--- src/rtl/du_tx_pkg.sv ---
// Shared definitions for the debug-unit word sender: FSM encoding and byte-lane constants.
// ST_CSUM exists only when DU_TX_CHECKSUM_EN is defined.
package du_tx_pkg;

  localparam int BYTES_PER_WORD = 4;
  localparam int IDX_W          = $clog2(BYTES_PER_WORD);

  typedef enum logic [1:0] {
    ST_IDLE = 2'd0,
    ST_SEND = 2'd1,
    ST_WAIT = 2'd2
`ifdef DU_TX_CHECKSUM_EN
    ,
    ST_CSUM = 2'd3
`endif
  } tx_state_e;

endpackage

--- src/rtl/du_word_fifo.sv ---
// Synchronous word FIFO with wrap-around pointers and a separate occupancy counter.
// The head word is read combinationally so a pop can load it on the same edge.
module du_word_fifo #(
  parameter int WIDTH = 32,
  parameter int DEPTH = 4
) (
  input  logic                       clk,
  input  logic                       rst_n,
  input  logic                       push,
  input  logic [WIDTH-1:0]           push_data,
  input  logic                       pop,
  output logic [WIDTH-1:0]           pop_data,
  output logic                       full,
  output logic                       empty,
  output logic [$clog2(DEPTH):0]     count
);

  localparam int PTR_W = $clog2(DEPTH);
  localparam int CNT_W = PTR_W + 1;

  logic [WIDTH-1:0] mem [DEPTH];
  logic [PTR_W-1:0] wr_ptr_reg;
  logic [PTR_W-1:0] rd_ptr_reg;
  logic [CNT_W-1:0] count_reg;
  logic             push_ok;
  logic             pop_ok;

  assign full     = (count_reg == CNT_W'(DEPTH));
  assign empty    = (count_reg == '0);
  assign count    = count_reg;
  assign push_ok  = push && !full;
  assign pop_ok   = pop && !empty;
  assign pop_data = mem[rd_ptr_reg];

  always_ff @(posedge clk) begin
    if (push_ok) begin
      mem[wr_ptr_reg] <= push_data;
    end
  end

  always_ff @(posedge clk or negedge rst_n) begin
    if (!rst_n) begin
      wr_ptr_reg <= '0;
      rd_ptr_reg <= '0;
      count_reg  <= '0;
    end else begin
      if (push_ok) begin
        wr_ptr_reg <= wr_ptr_reg + PTR_W'(1);
      end
      if (pop_ok) begin
        rd_ptr_reg <= rd_ptr_reg + PTR_W'(1);
      end
      // Simultaneous push and pop leave the occupancy unchanged.
      case ({push_ok, pop_ok})
        2'b10:   count_reg <= count_reg + CNT_W'(1);
        2'b01:   count_reg <= count_reg - CNT_W'(1);
        default: count_reg <= count_reg;
      endcase
    end
  end

endmodule

--- src/rtl/du_word_sender.sv ---
// Buffers 32-bit debug words and streams them LSB-first to the UART via tx_start/tx_done.
// Define DU_TX_CHECKSUM_EN to append an XOR checksum byte after every word.
module du_word_sender #(
  parameter int BYTE       = 8,
  parameter int DWORD      = 32,
  parameter int FIFO_DEPTH = 4
) (
  input  logic             i_clock,
  input  logic             i_reset,
  input  logic [DWORD-1:0] i_word,
  input  logic             i_word_valid,
  output logic             o_word_ready,
  input  logic             i_tx_done,
  output logic [BYTE-1:0]  o_tx_data,
  output logic             o_tx_start,
  output logic             o_busy,
  output logic             o_overflow
);

  import du_tx_pkg::*;

  localparam int CNT_W = $clog2(FIFO_DEPTH) + 1;

  tx_state_e        state_reg;
  tx_state_e        state_next;
  logic [DWORD-1:0] shift_reg;
  logic [IDX_W-1:0] idx_reg;
  logic             overflow_reg;

  logic             fifo_full;
  logic             fifo_empty;
  logic [CNT_W-1:0] fifo_count;
  logic [DWORD-1:0] fifo_head;
  logic             pop;
  logic             last_byte;
  logic             tx_start;
  logic [BYTE-1:0]  tx_data;

  assign pop       = (state_reg == ST_IDLE) && !fifo_empty;
  assign last_byte = (idx_reg == IDX_W'(BYTES_PER_WORD - 1));

  du_word_fifo #(
    .WIDTH (DWORD),
    .DEPTH (FIFO_DEPTH)
  ) u_fifo (
    .clk       (i_clock),
    .rst_n     (i_reset),
    .push      (i_word_valid),
    .push_data (i_word),
    .pop       (pop),
    .pop_data  (fifo_head),
    .full      (fifo_full),
    .empty     (fifo_empty),
    .count     (fifo_count)
  );

`ifdef DU_TX_CHECKSUM_EN
  logic [BYTE-1:0] head_lane [BYTES_PER_WORD];
  logic [BYTE-1:0] head_xor;
  logic [BYTE-1:0] csum_reg;
  logic            csum_phase_reg;

  for (genvar gi = 0; gi < BYTES_PER_WORD; gi++) begin : g_lane
    assign head_lane[gi] = fifo_head[gi*BYTE +: BYTE];
  end

  always_comb begin
    head_xor = '0;
    for (int i = 0; i < BYTES_PER_WORD; i++) begin
      head_xor = head_xor ^ head_lane[i];
    end
  end
`endif

  always_ff @(posedge i_clock or negedge i_reset) begin
    if (!i_reset) begin
      state_reg <= ST_IDLE;
    end else begin
      state_reg <= state_next;
    end
  end

  always_comb begin
    state_next = state_reg;
    case (state_reg)
      ST_IDLE: if (!fifo_empty) state_next = ST_SEND;
      ST_SEND: state_next = ST_WAIT;
      ST_WAIT: begin
        if (i_tx_done) begin
`ifdef DU_TX_CHECKSUM_EN
          if (csum_phase_reg)  state_next = ST_IDLE;
          else if (last_byte)  state_next = ST_CSUM;
          else                 state_next = ST_SEND;
`else
          state_next = last_byte ? ST_IDLE : ST_SEND;
`endif
        end
      end
`ifdef DU_TX_CHECKSUM_EN
      ST_CSUM: state_next = ST_WAIT;
`endif
      default: state_next = ST_IDLE;
    endcase
  end

  always_comb begin
    tx_start = (state_reg == ST_SEND);
    tx_data  = shift_reg[BYTE-1:0];
`ifdef DU_TX_CHECKSUM_EN
    if (state_reg == ST_CSUM) tx_start = 1'b1;
    if (csum_phase_reg)       tx_data  = csum_reg;
`endif
  end

  // Datapath: the shift register drops one byte per completed transfer so byte 0 is always current.
  always_ff @(posedge i_clock or negedge i_reset) begin
    if (!i_reset) begin
      shift_reg      <= '0;
      idx_reg        <= '0;
      overflow_reg   <= 1'b0;
`ifdef DU_TX_CHECKSUM_EN
      csum_reg       <= '0;
      csum_phase_reg <= 1'b0;
`endif
    end else begin
      if (i_word_valid && fifo_full) begin
        overflow_reg <= 1'b1;
      end
      if (pop) begin
        shift_reg <= fifo_head;
        idx_reg   <= '0;
`ifdef DU_TX_CHECKSUM_EN
        csum_reg  <= head_xor;
`endif
      end else if (state_reg == ST_WAIT && i_tx_done) begin
`ifdef DU_TX_CHECKSUM_EN
        if (csum_phase_reg) begin
          csum_phase_reg <= 1'b0;
        end else if (last_byte) begin
          csum_phase_reg <= 1'b1;
        end else begin
          idx_reg   <= idx_reg + IDX_W'(1);
          shift_reg <= {{BYTE{1'b0}}, shift_reg[DWORD-1:BYTE]};
        end
`else
        if (!last_byte) begin
          idx_reg   <= idx_reg + IDX_W'(1);
          shift_reg <= {{BYTE{1'b0}}, shift_reg[DWORD-1:BYTE]};
        end
`endif
      end
    end
  end

  assign o_word_ready = !fifo_full;
  assign o_tx_start   = tx_start;
  assign o_tx_data    = tx_data;
  assign o_busy       = (fifo_count != '0) || (state_reg != ST_IDLE);
  assign o_overflow   = overflow_reg;

endmodule
--- config.mk ---
export PLATFORM = sky130hd
export DESIGN_NAME = du_word_sender
export DESIGN_NICKNAME = d
export VERILOG_FILES = /design/src/rtl/du_tx_pkg.sv /design/src/rtl/du_word_fifo.sv /design/src/rtl/du_word_sender.sv
export SDC_FILE = /design/constraint.sdc
export NUM_CORES = 1
export LEC_CHECK = 0
export ABC_CLOCK_PERIOD_IN_PS = 2500
export CORE_MARGIN = 2
export CORE_UTILIZATION = 52
export DETAILED_ROUTE_END_ITERATION = 10
export GPL_TIMING_DRIVEN = 1
export PLACE_DENSITY = 0.75
export SETUP_SLACK_MARGIN = 0.05
export SLEW_MARGIN = 20
export SYNTH_ARGS = -nofsm -noshare
export SYNTH_HDL_FRONTEND = slang
export SYNTH_HIERARCHICAL = 1
export SYNTH_SLANG_ARGS = --single-unit
--- constraint.sdc ---
create_clock -name i_clock -period 2.5 [get_ports i_clock]
set_input_delay 0.5 -clock i_clock [delete_from_list [all_inputs] [get_ports i_clock]]
set_output_delay 0.5 -clock i_clock [all_outputs]
set_load 0.05 [all_outputs]
* After elaboration in Yosys (flattened, before gate mapping) *
Memories as Yosys holds them, arrays and structs flattened.
Index checks and enable logic that the tools add are counted.

cells by class
  $lt $le $gt $ge = 0
  shifts and indexed selects = 0
  equality and inequality tests = 9
  bitwise logic cells = 0
  div/mod/pow operators = 0
  reductions and logical operators = 16
  muxes and demuxes = 13
  multiply operators = 0
  add/subtract/negate cells = 5

operators with widths
  cell                                               count
  two-way mux 32 bit                                 3
  two-way mux 2 bit                                  5
  adder 2 x 1 -> 2 bit (second input constant)       3
  == test 2 bit (second input constant)              3
  case mux 2 bit (3 select lines)                    1
  case mux 3 bit (2 select lines)                    1
  nonzero test 2 bit                                 3
  logical AND 1 bit                                  5
  == test 2 x 1 -> 1 bit (second input constant)     2
  != test 2 bit (second input constant)              2
  AND reduction 2 bit                                2
  adder 3 x 1 -> 3 bit (second input constant)       1
  == test 3 bit (second input constant)              1
  zero test 3 bit                                    1
  two-way mux 1 bit                                  3
  nonzero test 3 bit                                 1
  subtractor 3 x 1 -> 3 bit (second input constant)  1
  zero test 1 bit                                    2
  zero test 2 bit                                    1
  != test 2 x 1 -> 1 bit (second input constant)     1
  logical OR 1 bit                                   1

word-level totals
  bits in latches = 0
  output and inout bits = 12
  memories kept = 1
  word-level logic and storage cells = 51
  memory bits (read-only) = 0
  register bits after elaboration = 44
  bits of input ports = 36
  memory bits (writable) = 128

memory list
  memory      depth  bits a word  read ports  clocked after memory_dff  write ports  line                RTL
  u_fifo.mem  4      32           1           0                         1            du_word_fifo.sv:21  logic [WIDTH-1:0] mem [DEPTH];

* Longest topological paths before layout *
  depth in word-level cells = 6
  gate-level depth with buffers = 11
  mapped depth without buffers = 10

* Modules after synthesis *
Netlist, hierarchy kept.

by module, submodules not included
  module          times used  cells each  seq. area each (µm²)  area each (µm²)
  du_word_fifo    1           206         4018.9                5089.9
  du_word_sender  1           147         925.9                 1602.8

* Worst setup path before layout *
OpenSTA, ideal clock, no wires.

  path kind = reg2reg
  from = register u_fifo.count_reg[0] (netlist: u_fifo/count[0])
  to = register u_fifo.count_reg[2] (netlist: u_fifo/count[2])
  clock period less this slack = 2.333 ns
  required time = 2.421 ns
  path buffers = 1
  stages on the path, launching flop included = 12
  setup slack = 0.167 ns
  data arrival time = 2.254 ns
  library setup time = 0.079 ns
  path through = dfrtp_1 -> nor3_1 -> or3_4 -> clkinv_4 -> buf_2 -> o31a_1 -> ha_1 -> inv_1 -> fa_1 -> xor2_1 -> nor2_1 -> xor2_1

between the ends
  cells in the longest elaborated chain, start to end = 6
  elaborated cells between the ends (all ways) = 13
  those cells by class = add/sub (2); eq/ne (3); mux (1); reduce/logical (7)

ends and longest elaborated chain
  item                                                                          line                  RTL
  start, declared                                                               du_word_fifo.sv:24    logic [CNT_W-1:0] count_reg;
  start signal, assigned                                                        du_word_fifo.sv:55    2'b10: count_reg <= count_reg + CNT_W'(1);
  start signal, assigned                                                        du_word_fifo.sv:56    2'b01: count_reg <= count_reg - CNT_W'(1);
  start signal, assigned                                                        du_word_fifo.sv:57    default: count_reg <= count_reg;
  zero test 3 bit (*)                                                           du_word_fifo.sv:29    assign empty = (count_reg == '0);
  named net fifo_empty                                                          du_word_sender.sv:31  logic fifo_empty;
  zero test 1 bit (*)                                                           du_word_sender.sv:39  assign pop = (state_reg == ST_IDLE) && !fifo_empty;
  logical AND 1 bit (*)                                                         du_word_sender.sv:39
  named net pop                                                                 du_word_sender.sv:34  logic pop;
  logical AND 1 bit (*)                                                         du_word_fifo.sv:32    assign pop_ok = pop && !empty;
  named net u_fifo.pop_ok                                                       du_word_fifo.sv:26    logic pop_ok;
  == test 2 x 1 -> 1 bit / == test 2 bit (equally long branches)                du_word_fifo.sv:54    case ({push_ok, pop_ok})
  case mux 3 bit (2 select lines) / nonzero test 2 bit (equally long branches)  --

Mark *: on every way through the listed nets, which the timed path passes. The rest lies on a longest branch.
A chain may end at the register's enable or synchronous reset.

* Worst setup path in the final report *
  from = register u_fifo.count_reg[1] (netlist: u_fifo/count[1])
  to = output o_busy

between the ends
  cells in the longest elaborated chain, start to end = 2

ends and longest elaborated chain
  item                line                   RTL
  nonzero test 3 bit  du_word_sender.sv:158  assign o_busy = (fifo_count != '0) || (state_reg != ST_IDLE);
  logical OR 1 bit    du_word_sender.sv:158
  end, declared       du_word_sender.sv:16   output logic o_busy,

No other way between the ends.

==> flow_summary.yaml <==
sta:
  fmax_mhz: 428
  min_period_ns: 2.34
  rsz0062_at_grt: "no"
  final_max_slew_viol_count: 0
  tns_ns: 0
  hold_violations: 0
  setup_viol: 0
  finalCritPeriodShare: 0.934
  finalClockSkew_ns: 0.00927
  slew_headroom: 0.468
  worst_pin_slew_ns: 0.798
worst_setup_path:
  cpMaxStageDelayCell: "clkdlybuf4s50_1"
  crit_start: "u_fifo/count[1]$_DFFE_PN0P_"
  required_ns: 2.00
  rr_worst_depth: 10
  endpoint_kind: "output pin"
  critPathBufInv: 1
  r2r_start: "u_fifo/count[0]$_DFFE_PN0P_"
  cpPeakStageDelay_ns: 0.69
  rr_endpoint: "u_fifo/count[2]$_DFFE_PN0P_"
  path_cells: "nor3_1, nand2_1, clkdlybuf4s50_1"
  worstSetupPathType: "flop to output pin"
  worstPathArrival_ns: 1.84
  rrSetupSlack_ns: 0.24
  critPathTopFamily: "buffers and inverters"
  crit_path_max_fanout: 6
  startpoint_type: "flop"
die:
  die_x_um: 117
  num_rows: 41
  core_area_um2: 12600
  ios: 48
  die_area_um2: 13800
  initial_core_util: 0.533
  fp.dieH_um: 117
layout:
  layout-drive-gt1-share: 0.205
  utilization: 0.637
  final_nets: 454
  largest_reg_flops: 128
  syn_to_final_growth_pct: 19.7
  diodes: 0
power:
  leakagePower_nw: 2.93
  ir_drop_mv: 0.691
  p_per_area_nw_per_um2: 1290
placement:
  place_congestion: 0.773
  portBuffers: 47
  hpwl_um: 7340
clock_network:
  cts.sinks: 172
  root_buffer: "clkbuf_16"
  cts_buffers: 17
  cts_hold_buffers: 0
  clock_path_buffers: 2
  path_clk_slew_ns: 0.06
  cts_setup_buffers: 0
  cts_resized: 0
  htreeDepth: 4
  clock_latency_ns: 0.42
  cts_tree: "yes"
yosys:
  syn_inst: 353
  ys_ff_latch: 172
  synth_edf_count: 128
  syn-num-nets: 396
  avgSynthCellArea_um2: 19.0
  netlist_area_um2: 6690
  synth_warnings: 6
  async_flop_share: 0.256
  yosys_most_used_dff: "edfxtp_1"
  seq_area_frac_synth: 0.739
  synth_cell_types: 40
global_route:
  antenna_found_initial: 0
  overflow: 0
  grt_usage: 0.188
  grt_pass1_wl_um: 19200
  grt_max_degree: 37
  grt_pass1_vias: 3572
detailed_routing:
  wire_per_inst_um: 19.9
  drt_pass1_iterations: 5
  drt_first_iter_violations: 295
  ant_nets: 0
  vias: 3335
  wl_um: 11800
  detail_route.vias_per_cell: 5.60
  post-route-drc-count: 0
outcome:
  status: "complete, no violations"
min_path:
  min_path_type: "input port to async pin"
flow_run:
  cap_viol_max_count: 0
-- synthesized netlist by cell type, drive strengths merged, types with 2 or more instances --
cell / count / area [um^2]
edfxtp: 128 / 3840
dfrtp: 44 / 1100
mux4: 32 / 736
buf: 22 / 188
inv: 15 / 56.3
nand2: 14 / 52.6
nor2: 11 / 43.8
nand3: 10 / 50.1
a22o: 9 / 78.8
a22oi: 9 / 67.6
a21oi: 7 / 35.0
a221o: 7 / 70.1
o22ai: 7 / 43.8
ha: 6 / 75.1
and2: 4 / 25.0
clkbuf: 4 / 15.0
xnor2: 3 / 26.3
xor2: 3 / 26.3
nor2b: 2 / 15.0
nor3: 2 / 10.0
nor3b: 2 / 20.0
o21ai: 2 / 10.0
-- per-stage QoR --
stage	hold WS (ns)	worst slack, ns	power, mW	cell area [um^2]	std cells
CTS	0.182	0.0594	10.5	8010	596
floorplan	0.204	0.167	6.81	6690	353
detailed placement	0.448	0.178	7.75	7380	564
finish	0.164	0.164	10.3	8010	596
global route	0.207	0.0605	10.9	8010	596
global placement	0.441	0.244	7.61	7380	564
-- worst reg2reg max path, cell delays in order, from the launching register on --
cell and delay, ns:
dfrtp_1 0.45, nor3_1 0.09, or3_4 0.35, clkinv_4 0.05, o31a_1 0.19, ha_1 0.20
inv_1 0.06, fa_1 0.39, xor2_1 0.15, nor2_1 0.11, xor2_1 0.14
-- how the worst max path moves through the flow --
| stage | slack (ns) | endpoint | cells past startpoint |
|---|---|---|---|
| 2_1_floorplan | 0.17 | u_fifo/count[2]$_DFFE_PN0P_ | 11 |
| 3_3_place_gp | 0.24 | u_fifo/count[2]$_DFFE_PN0P_ | 9 |
| 3_5_place_dp | 0.18 | u_fifo/count[2]$_DFFE_PN0P_ | 9 |
| 4_1_cts | 0.06 | o_word_ready | 3 |
| 5_1_grt | 0.06 | o_tx_start | 2 |
| 6_report | 0.16 | o_busy | 3 |
-- layer usage --
layer	global-route usage	vias to the layer above	wire length [um]
met5	0	-	0
met3	0.0547	12	633
met4	0.0761	0	162
met1	0.242	1730	4950
met2	0.303	96	6080
li1	-	1497	-
-- kinds of logic after synthesis --
| logic type | count (synthesis) | share of synthesized area |
|---|---|---|
| AOI/OAI and AO/OA | 44 | 0.0490 |
| muxes | 33 | 0.112 |
| buffers and inverters | 42 | 0.0400 |
| DFF | 172 | 0.739 |
| xor gates and xnor gates | 6 | 0.00785 |
| adders and majority gates | 7 | 0.0142 |
| and+or+nand+nor | 49 | 0.0385 |
-- layout make-up --
class                           count  area (um^2)
Fill cell                         884         4560
Clock buffer                       23          520
Timing Repair Buffer               65          678
Clock inverter                      9          104
Multi-Input combinational cell    139         1480
Sequential cell                   172         4950
Inverter                           16         65.1
Tap cell                          172          215
-- where the power goes --
part	switching (mW)	leakage, nW	total (mW)	internal, mW
clock network	1.02	0.314	2.69	1.67
registers	0.376	1.70	4.29	3.91
logic	1.83	0.914	3.37	1.54
-- cell usage in the layout, fill, tap and decap left out, types with 2 or more instances in the layout --
cell type,Yosys,routed
bufinv_16,0,2
edfxtp_1,128,128
buf_4,8,12
ha_1,6,6
buf_12,3,6
nand2_1,14,14
xor2_1,3,3
a21oi_1,7,7
o22ai_1,7,7
dfrtp_1,44,43
a22o_1,9,9
and2_1,4,4
a22oi_1,9,9
clkbuf_8,0,3
mux4_2,28,28
clkinv_2,0,4
mux4_1,4,4
clkinv_4,1,2
nand3_1,10,10
xnor2_1,3,3
clkdlybuf4s50_1,0,45
a221o_1,7,7
nor2_1,10,10
inv_1,15,15
clkbuf_16,0,19
nor3_1,2,2
Power figures use the tool's default switching activity.
==> variant (same settings) <==
Reset style: synchronous (`i_reset` and `rst_n`), changed in 3 clocked blocks.
--- a/src/rtl/du_word_fifo.sv
+++ b/src/rtl/du_word_fifo.sv
@@ -38,7 +38,7 @@
     end
   end
 
-  always_ff @(posedge clk or negedge rst_n) begin
+  always_ff @(posedge clk) begin
     if (!rst_n) begin
       wr_ptr_reg <= '0;
       rd_ptr_reg <= '0;
--- a/src/rtl/du_word_sender.sv
+++ b/src/rtl/du_word_sender.sv
@@ -72,7 +72,7 @@
   end
 `endif
 
-  always_ff @(posedge i_clock or negedge i_reset) begin
+  always_ff @(posedge i_clock) begin
     if (!i_reset) begin
       state_reg <= ST_IDLE;
     end else begin
@@ -113,7 +113,7 @@
   end
 
   // Datapath: the shift register drops one byte per completed transfer so byte 0 is always current.
-  always_ff @(posedge i_clock or negedge i_reset) begin
+  always_ff @(posedge i_clock) begin
     if (!i_reset) begin
       shift_reg      <= '0;
       idx_reg        <= '0;
Check against the original RTL: differs if i_reset is asserted again (counterexample within 4 cycles, from zero or initial values and one cycle with i_reset low); with i_reset held inactive, the same outputs for 10 cycles.
==> variant against the original RTL <==
- final area grew 0.17%
- area after synthesis grew 1.4%
- combinational power shrank 25%
- wire length grew 1.6%
- non-clock buffer count is the same
- worst setup slack lost 3.5 ps
- total power shrank 13%
- synthesized cell count grew 14%
- sequential cell count grew 2
==> variant: results <==
[critical_path]
cpPeakStageDelay_ps = 380
crit_end = u_fifo/count[2]
crit_family = simple AND/OR/NAND/NOR gates
crit_path_start = u_fifo/count[1]
crit_arrival_ps = 2700
crit_fanout = 5

[layout]
inverters = 9
bufAreaShareNonClock_pct = 8.45
instances_no_fill = 638
nets = 496
seq_cells = 174
clock_buffers = 18
multi_input_area_share_pct = 21.5
drive_gt1_share_pct = 21.0
final-clk-cell-share_pct = 7.45

[grt]
grt_max_degree = 46
track_usage_pct = 18.6
grt_pass1_vias = 3627

[routing]
wl_per_cell_microns = 18.8
vias_per_cell = 5.54
drt-initial-drc-count = 181

[synth]
synthTopCellsByArea = edfxtp_1 (57%), dfxtp_1 (14%), mux4_2 (11%)
synth.avg_cell_area_sq_um = 16.8
syn-num-nets = 446

[sta]
slew_headroom_pct = 59.9
hold_slack_ps = 451

[run_status]
status = finished clean

[power_and_ir_drop]
sw_frac_of_total_pct = 30.3
ir_drop_uv = 688

[place]
preCtsSetupSlack_ps = 67.1

[hold_path]
hp-class = in -> reg
[variant: cell count changes in the layout (fill, tap and decap cells not counted), moves of 7 or more]
| cell | change |
|---|---|
| dfrtp_1 | -43 |
| dfxtp_1 | +42 |
| nand2_1 | +27 |
| nand3_1 | +14 |
| o21ai_0 | +11 |
| o221ai_1 | +11 |
| a22o_1 | -9 |
| a22oi_1 | -9 |
| a31o_1 | +8 |
| inv_1 | -8 |
| a221o_1 | -7 |
[variant: cells by family (layout without fill, tap and decap cells)]
kind of cell	count (synthesis)	after routing	synth area share, %
AND/OR/NAND/NOR	91	91	6.78
buffers and inverters	43	106	4.44
flip-flops	174	174	70.2
XOR/XNOR	3	3	0.387
AO/OA/AOI/OAI	50	50	5.75
multiplexers	35	35	11.1
adder cells (fa/ha/maj)	7	7	1.40
[variant: through the flow]
| step | area, sq um | power (uW) | utilization (%) |
|---|---|---|---|
| 4_1_cts | 8020 | 9050 | 63.3 |
| 3_5_place_dp | 7420 | 6400 | 58.5 |
| 3_3_place_gp | 7420 | 6330 | 58.5 |
| 5_1_grt | 8020 | 9360 | 63.3 |
| 6_report | 8020 | 8960 | 63.3 |
| 2_1_floorplan | 6790 | 5940 | - |
[variant: power groups by stage]
stage	Clock [uW]	Sequential, uW	Combinational (uW)
floorplan	0	3820	2120
global placement	0	3830	2500
detailed placement	0	3870	2530
CTS	2680	3810	2560
global route	2770	3860	2720
finish	2630	3810	2520
[variant: routing by layer]
metal	track usage (%)	wire, microns	vias to the layer above
met4	8.66	269	0
met3	4.68	405	22
met2	30.8	6190	64
li1	-	-	1659
met1	23.2	5150	1787
met5	0	0	-
[variant: what timing repair did]
item | in CTS | in global routing
resized for setup | 0 | 3
hold buffers | 0 | 0
setup endpoints to repair | 0 | 2
buffers inserted | 0 | 0
